<file path="config.mk">
export PLATFORM = sky130hd
export DESIGN_NAME = div_unit
export DESIGN_NICKNAME = d
export VERILOG_FILES = /design/src/rtl/div_unit_pkg.sv /design/src/rtl/div_unit.sv
export SDC_FILE = /design/constraint.sdc
export NUM_CORES = 1
export LEC_CHECK = 0
export ABC_AREA = 1
export CAP_MARGIN = 15
export CELL_PAD_IN_SITES_DETAIL_PLACEMENT = 1
export CELL_PAD_IN_SITES_GLOBAL_PLACEMENT = 2
export CORE_UTILIZATION = 34
export CTS_CLUSTER_DIAMETER = 60
export CTS_CLUSTER_SIZE = 28
export DETAILED_ROUTE_END_ITERATION = 16
export PLACE_DENSITY_LB_ADDON = 0.1
export SETUP_SLACK_MARGIN = 0.15
export SLEW_MARGIN = 40
export SYNTH_ARGS = -nofsm -noshare
export SYNTH_HDL_FRONTEND = slang
export SYNTH_SLANG_ARGS = --single-unit
</file>
<file path="constraint.sdc">
create_clock -name clk -period 10.5 [get_ports clk]
set_clock_uncertainty 0.15 [all_clocks]
set_input_delay 2.1 -clock clk [delete_from_list [all_inputs] [get_ports clk]]
set_output_delay 2.1 -clock clk [all_outputs]
set_load 0.05 [all_outputs]
</file>
<file path="src/rtl/div_unit_pkg.sv">
// rtl/div_unit_pkg.sv - shared CPU divider definitions: state encoding and operand width.
package div_unit_pkg;

  localparam int DIV_WIDTH = 32;

  typedef enum logic [1:0] {
    ST_IDLE = 2'b00,
    ST_DIV  = 2'b01,
    ST_DONE = 2'b10
  } div_state_t;

endpackage

</file>
<file path="src/rtl/div_unit.sv">
// rtl/div_unit.sv - multi-cycle restoring divider, one quotient bit per cycle,
// result {remainder, quotient}; busy stalls the upstream pipeline while a divide is in flight.
module div_unit
  import div_unit_pkg::*;
#(
  parameter int WIDTH = DIV_WIDTH
) (
  input  logic               clk,
  input  logic               rst,
  input  logic [WIDTH-1:0]   a,
  input  logic [WIDTH-1:0]   b,
  input  logic               signed_div,
  input  logic               start,
  input  logic               annul,
  output logic [2*WIDTH-1:0] result,
  output logic               ready,
  output logic               busy
);

  localparam int CW = (WIDTH > 1) ? $clog2(WIDTH) : 1;

  div_state_t       state;
  logic [CW-1:0]    iter;
  logic [WIDTH-1:0] quo;
  logic [WIDTH-1:0] rem;
  logic [WIDTH-1:0] dvs;
  logic             neg_q;
  logic             neg_r;

  logic             a_neg;
  logic             b_neg;
  logic [WIDTH-1:0] a_abs;
  logic [WIDTH-1:0] b_abs;
  logic [WIDTH:0]   rem_sh;
  logic [WIDTH:0]   diff;
  logic [WIDTH-1:0] rem_nx;
  logic [WIDTH-1:0] quo_nx;
  logic [WIDTH-1:0] q_fin;
  logic [WIDTH-1:0] r_fin;
  logic             last_iter;

  assign a_neg = signed_div & a[WIDTH-1];
  assign b_neg = signed_div & b[WIDTH-1];
  assign a_abs = a_neg ? (~a + 1'b1) : a;
  assign b_abs = b_neg ? (~b + 1'b1) : b;

  // The quotient register doubles as the dividend shifter: its MSB feeds the partial remainder.
  assign rem_sh = {rem, quo[WIDTH-1]};
  assign diff   = rem_sh - {1'b0, dvs};
  assign rem_nx = diff[WIDTH] ? rem_sh[WIDTH-1:0] : diff[WIDTH-1:0];
  assign quo_nx = {quo[WIDTH-2:0], ~diff[WIDTH]};

  // Negation wraps modulo 2^WIDTH, so the most-negative / -1 case falls out without a trap.
  assign q_fin = neg_q ? (~quo_nx + 1'b1) : quo_nx;
  assign r_fin = neg_r ? (~rem_nx + 1'b1) : rem_nx;

  assign last_iter = (iter == CW'(WIDTH - 1));

  assign busy = ~rst & (((state == ST_IDLE) & start & ~annul) | (state == ST_DIV));

  always_ff @(posedge clk or posedge rst) begin
    if (rst) begin
      state  <= ST_IDLE;
      iter   <= '0;
      quo    <= '0;
      rem    <= '0;
      dvs    <= '0;
      neg_q  <= 1'b0;
      neg_r  <= 1'b0;
      result <= '0;
      ready  <= 1'b0;
    end else begin
      ready <= 1'b0;
      if (annul) begin
        state <= ST_IDLE;
      end else begin
        case (state)
          ST_IDLE: begin
            if (start) begin
              if (b == '0) begin
                state  <= ST_DONE;
                result <= {a, {WIDTH{1'b1}}};
                ready  <= 1'b1;
              end else begin
                state <= ST_DIV;
                quo   <= a_abs;
                dvs   <= b_abs;
                rem   <= '0;
                iter  <= '0;
                neg_q <= a_neg ^ b_neg;
                neg_r <= a_neg;
              end
            end
          end
          ST_DIV: begin
            quo  <= quo_nx;
            rem  <= rem_nx;
            iter <= iter + CW'(1);
            if (last_iter) begin
              state  <= ST_DONE;
              result <= {r_fin, q_fin};
              ready  <= 1'b1;
            end
          end
          ST_DONE: state <= ST_IDLE;
          default: state <= ST_IDLE;
        endcase
      end
    end
  end

endmodule
</file>
Word level (Yosys, flattened, before mapping)
Cells that the tools add are included.
Word-level totals
  bits of input ports: 69
  flip-flop bits (word level): 170
  logic and storage cells: 73
Cells by class
  eq/ne operators: 8
  add/sub/neg operators: 6
  mux-type cells: 28
  reductions and logical operators: 7
  bitwise operators: 15
Operator list (number)
  2-to-1 mux 32 bit: 9
  2-to-1 mux 64 bit: 3
  adder 32 x 1 -> 32 bit (second input constant): 4
  inverter 32 bit: 4
  one-hot mux 32 bit (2 select lines): 2
  one-hot mux 64 bit (2 select lines): 1
  subtractor 33 x 32 -> 33 bit: 1
  logical NOT 32 bit: 1
  2-to-1 mux 5 bit: 2
  one-hot mux 5 bit (2 select lines): 1
  2-to-1 mux 2 bit: 4
  AND reduction 4 bit: 2
  inequality test 2 bit (second input constant): 3
  inequality test 3 bit (second input constant): 2
  adder 5 x 1 -> 5 bit (second input constant): 1
  bitwise AND 1 bit: 5
  == test 5 bit (second input constant): 1
  AND reduction 5 bit: 1
  2-to-1 mux 1 bit: 4
  inverter 1 bit: 4
  one-hot mux 2 bit (2 select lines): 1
  == test 2 x 1 -> 1 bit (second input constant): 1
  logical NOT 2 bit: 1
  inequality test 2 x 1 -> 1 bit (second input constant): 1
  other kinds (5): 5

Logic depth before layout (Yosys ltp)
  depth after elaboration: 7
  depth in mapped cells: 30
  mapped depth without buffers: 29

Least setup slack after synthesis
No wires, ideal clock.
  path kind: in2out
  start: input annul
  end: output busy
  stages on the path: 2
  path buffers: 0
  arrival time: 3.008 ns
  path slack: 5.242 ns
  cells stage by stage: nand3b_1 a21oi_1
Between the ends
  cells in the longest elaborated chain, start to end: 4
RTL lines
  from (decl): line div_unit.sv:14  | input logic annul,
  inverter 1 bit (no source line)
  bitwise AND 1 bit: line div_unit.sv:59  | assign busy = ~rst & (((state == ST_IDLE) & start & ~annul) | (state == ST_DIV));
  bitwise OR 1 bit: line div_unit.sv:59
  bitwise AND 1 bit: line div_unit.sv:59
  to (decl): line div_unit.sv:17  | output logic busy
Every way passes these cells.

Worst setup path in the final report
Ends and elaborated chain as after synthesis.

==> metrics.md <==
| Metric | Value |
|---|---|
| Die outline width | `199.2 um` |
| Worst setup EP type | `output pin` |
| Startpoint types | `primary input` |
| CTS buffer count | `17` |
| Worst reg2reg path startpoint | `quo[31]` |
| Cell taking the most area after synthesis | `dfrtp_1` |
| Slew margin rel. | `38.53%` |
| Synth-to-layout area growth | `18.26%` |
| Via count | `13640` |
| Vias/cell | `5.100` |
| Clock latency on the worst-skew pair | `0.46 ns` |
| Die Area | `39670 um^2` |
| Row count | `71` |
| Cell variety after synth | `53` |
| Syn nets | `2167` |
| Hold-fix buffers, CTS | `0` |
| Commonest non-fill, non-tap cells in the layout | `nand2_1, inv_1, nor2_1, dfrtp_1, nand3_1` |
| Setup CP Type | `in2out` |
| Post-DP HPWL | `38550 um` |
| RSZ-0062 raised after global routing | `no` |
| Post-route cell area | `15630 um^2` |
| Ratio of cells with drive above 1 in the final layout | `5.733%` |
| Clk sinks | `170` |
| Max_cap viols | `0` |
| Nets | `2258` |
| Routability cong. | `0.8714` |
| Post-CTS Setup Bufs | `0` |
| CTS resizes | `0` |
| First-pass GRT wire length | `77600 um` |
| IO Port Bufs | `134` |
| Crit Path Max Fanout | `5` |
| Synthesized flop and latch total | `170` |
| GRT overflow | `0` |
| DR WL/cell | `18.33 um` |
| TNS Setup | `0 ns` |
| # DRC | `0` |
| Netlist Area Pre-Place | `13220 um^2` |
| Syn avg cell area | `6.420 um^2` |
| Pre-antenna DRT Iters | `5` |
| Initial DRC count | `744` |
| Sequential fraction of the synthesis area | `32.18%` |
| Hold_sp | `dvs[30]` |
| Worst-case clock buffer depth | `2` |
| Post-synth EDFFs | `0` |
| Pin count of the biggest net entering global routing | `109` |
| Warnings, synthesis | `0` |
| Core ar. | `37930 um^2` |
| # setup viols final | `0` |
| Required @ worst endpoint | `8.25 ns` |
| Critical path launch point | `annul` |
| Initial antenna violation count | `1` |
| Final Hold Vio Count | `0` |
| Crit path time final | `6.028 ns` |
| Ys async rst share | `100.0%` |
| Pins Over Slew Limit | `0` |
| Ports | `135` |
| Post-Route WL | `49040 um` |
| H-tree levels | `4` |
| Clock slew at reported path FFs | `0.07 ns` |
| Status | `finished, final reports clean` |
| Initial Util | `34.85%` |
| Vias in the first global route | `14010` |
| Die H | `199.2 um` |
| Post-Synthesis Cells | `2059` |
| Crit path DAT | `3.78 ns` |
| Post-place instance area | `15010 um^2` |
| Max Fclk | `165.9 MHz` |
| Total Routing Usage GR | `25.44%` |
| Least-Margin Pin Slew | `0.9221 ns` |
| Post-synth top area share | `32.18%` |
| Ys flop type | `dfrtp_1` |
| CTS tree | `built` |
| Final period util | `57.41%` |
| Most common cell after layout, fill and taps aside | `nand2_1` |
| Clock Tree Root | `clkbuf_16` |
| Area contributors post-synth | `dfrtp_1, nand2_1, inv_1, nor2_1, nand3_1` |
| Min-delay worst type | `reg2reg` |
| Antenna Nets Post-Route | `0` |
[path summary, 6_finish.rpt]
path                                    to  slack, ns  depth (start not counted)
worst max-delay path                  busy       4.47                          4
worst min-delay path               dvs[30]       0.33                          2
worst max register to register  result[28]       5.01                         28
worst min register to register     dvs[30]       0.33                          2
max in group asynchronous            neg_r       7.06                          3
min in group asynchronous         state[0]       2.01                          2
[area by class of cell]
type | instances | area, um^2
diodes | 1 | 2.502
clock buffers | 19 | 442.9
clock inverters | 13 | 155.1
fillers | 4989 | 22300
inverters | 295 | 1121
multi-input cells | 1521 | 7576
flip-flops and latches | 170 | 4255
well taps | 511 | 639.4
repair buffers | 145 | 1440
[per-layer routing]
metal / track usage, % / part of all wire, % / up-vias / routed length (um)
met5: 0 / 0 / - / 0
met2: 40.88 / 45 / 184 / 22210
met1: 36.26 / 50 / 6635 / 24640
li1: - / - / 6788 / -
met4: 5.442 / 1.3 / 0 / 655
met3: 3.173 / 3.1 / 35 / 1537
[metrics by stage]
step	util [%]	setup WS, ns	std cells	hold WS [ns]
3_3_place_gp	39.52	4.489	2641	0.3145
3_5_place_dp	39.56	4.319	2641	0.3191
2_1_floorplan	-	3.647	2059	0.3030
5_1_grt	41.20	4.394	2674	0.3607
6_report	41.21	4.472	2675	0.3337
4_1_cts	41.14	4.456	2673	0.3392
[worst max-delay path, cell delays in order]
cell	delay (ns)
clkdlybuf4s50_1	0.51
nand3b_1	0.21
a21oi_1	0.13
clkdlybuf4s50_1	0.82
[cells by family after synthesis]
group	synth area share, %
DFF	32.18
AOI/OAI and AO/OA	13.97
xor gates and xnor gates	3.512
adders and majority gates	3.748
buffers and inverters	10.73
and+or+nand+nor	35.85
[Yosys cell counts (7+ instances only)]
master	count
dfrtp_1	170
o221ai_1	8
xor2_1	42
nand2_2	26
clkbuf_1	55
inv_1	282
nand2_1	646
a31oi_1	22
o31ai_1	9
o22ai_1	10
nor2_2	13
ha_1	38
xnor2_1	11
buf_2	9
nor2_1	188
o21ai_1	11
nor3_1	37
nand4_1	23
a41oi_1	7
o211ai_1	21
nand3_1	136
nor4_1	12
a21oi_1	75
inv_2	11
o21ai_0	129
[flip-flops by register name, summed over array words and instances (netlist names)]
name,count
state,2
result,64
neg_q,1
rem,32
ready,1
quo,32
iter,5
dvs,32
neg_r,1
Power is not shown: default switching activity piles up to over one toggle a cycle in this logic, so the estimate is an artifact.
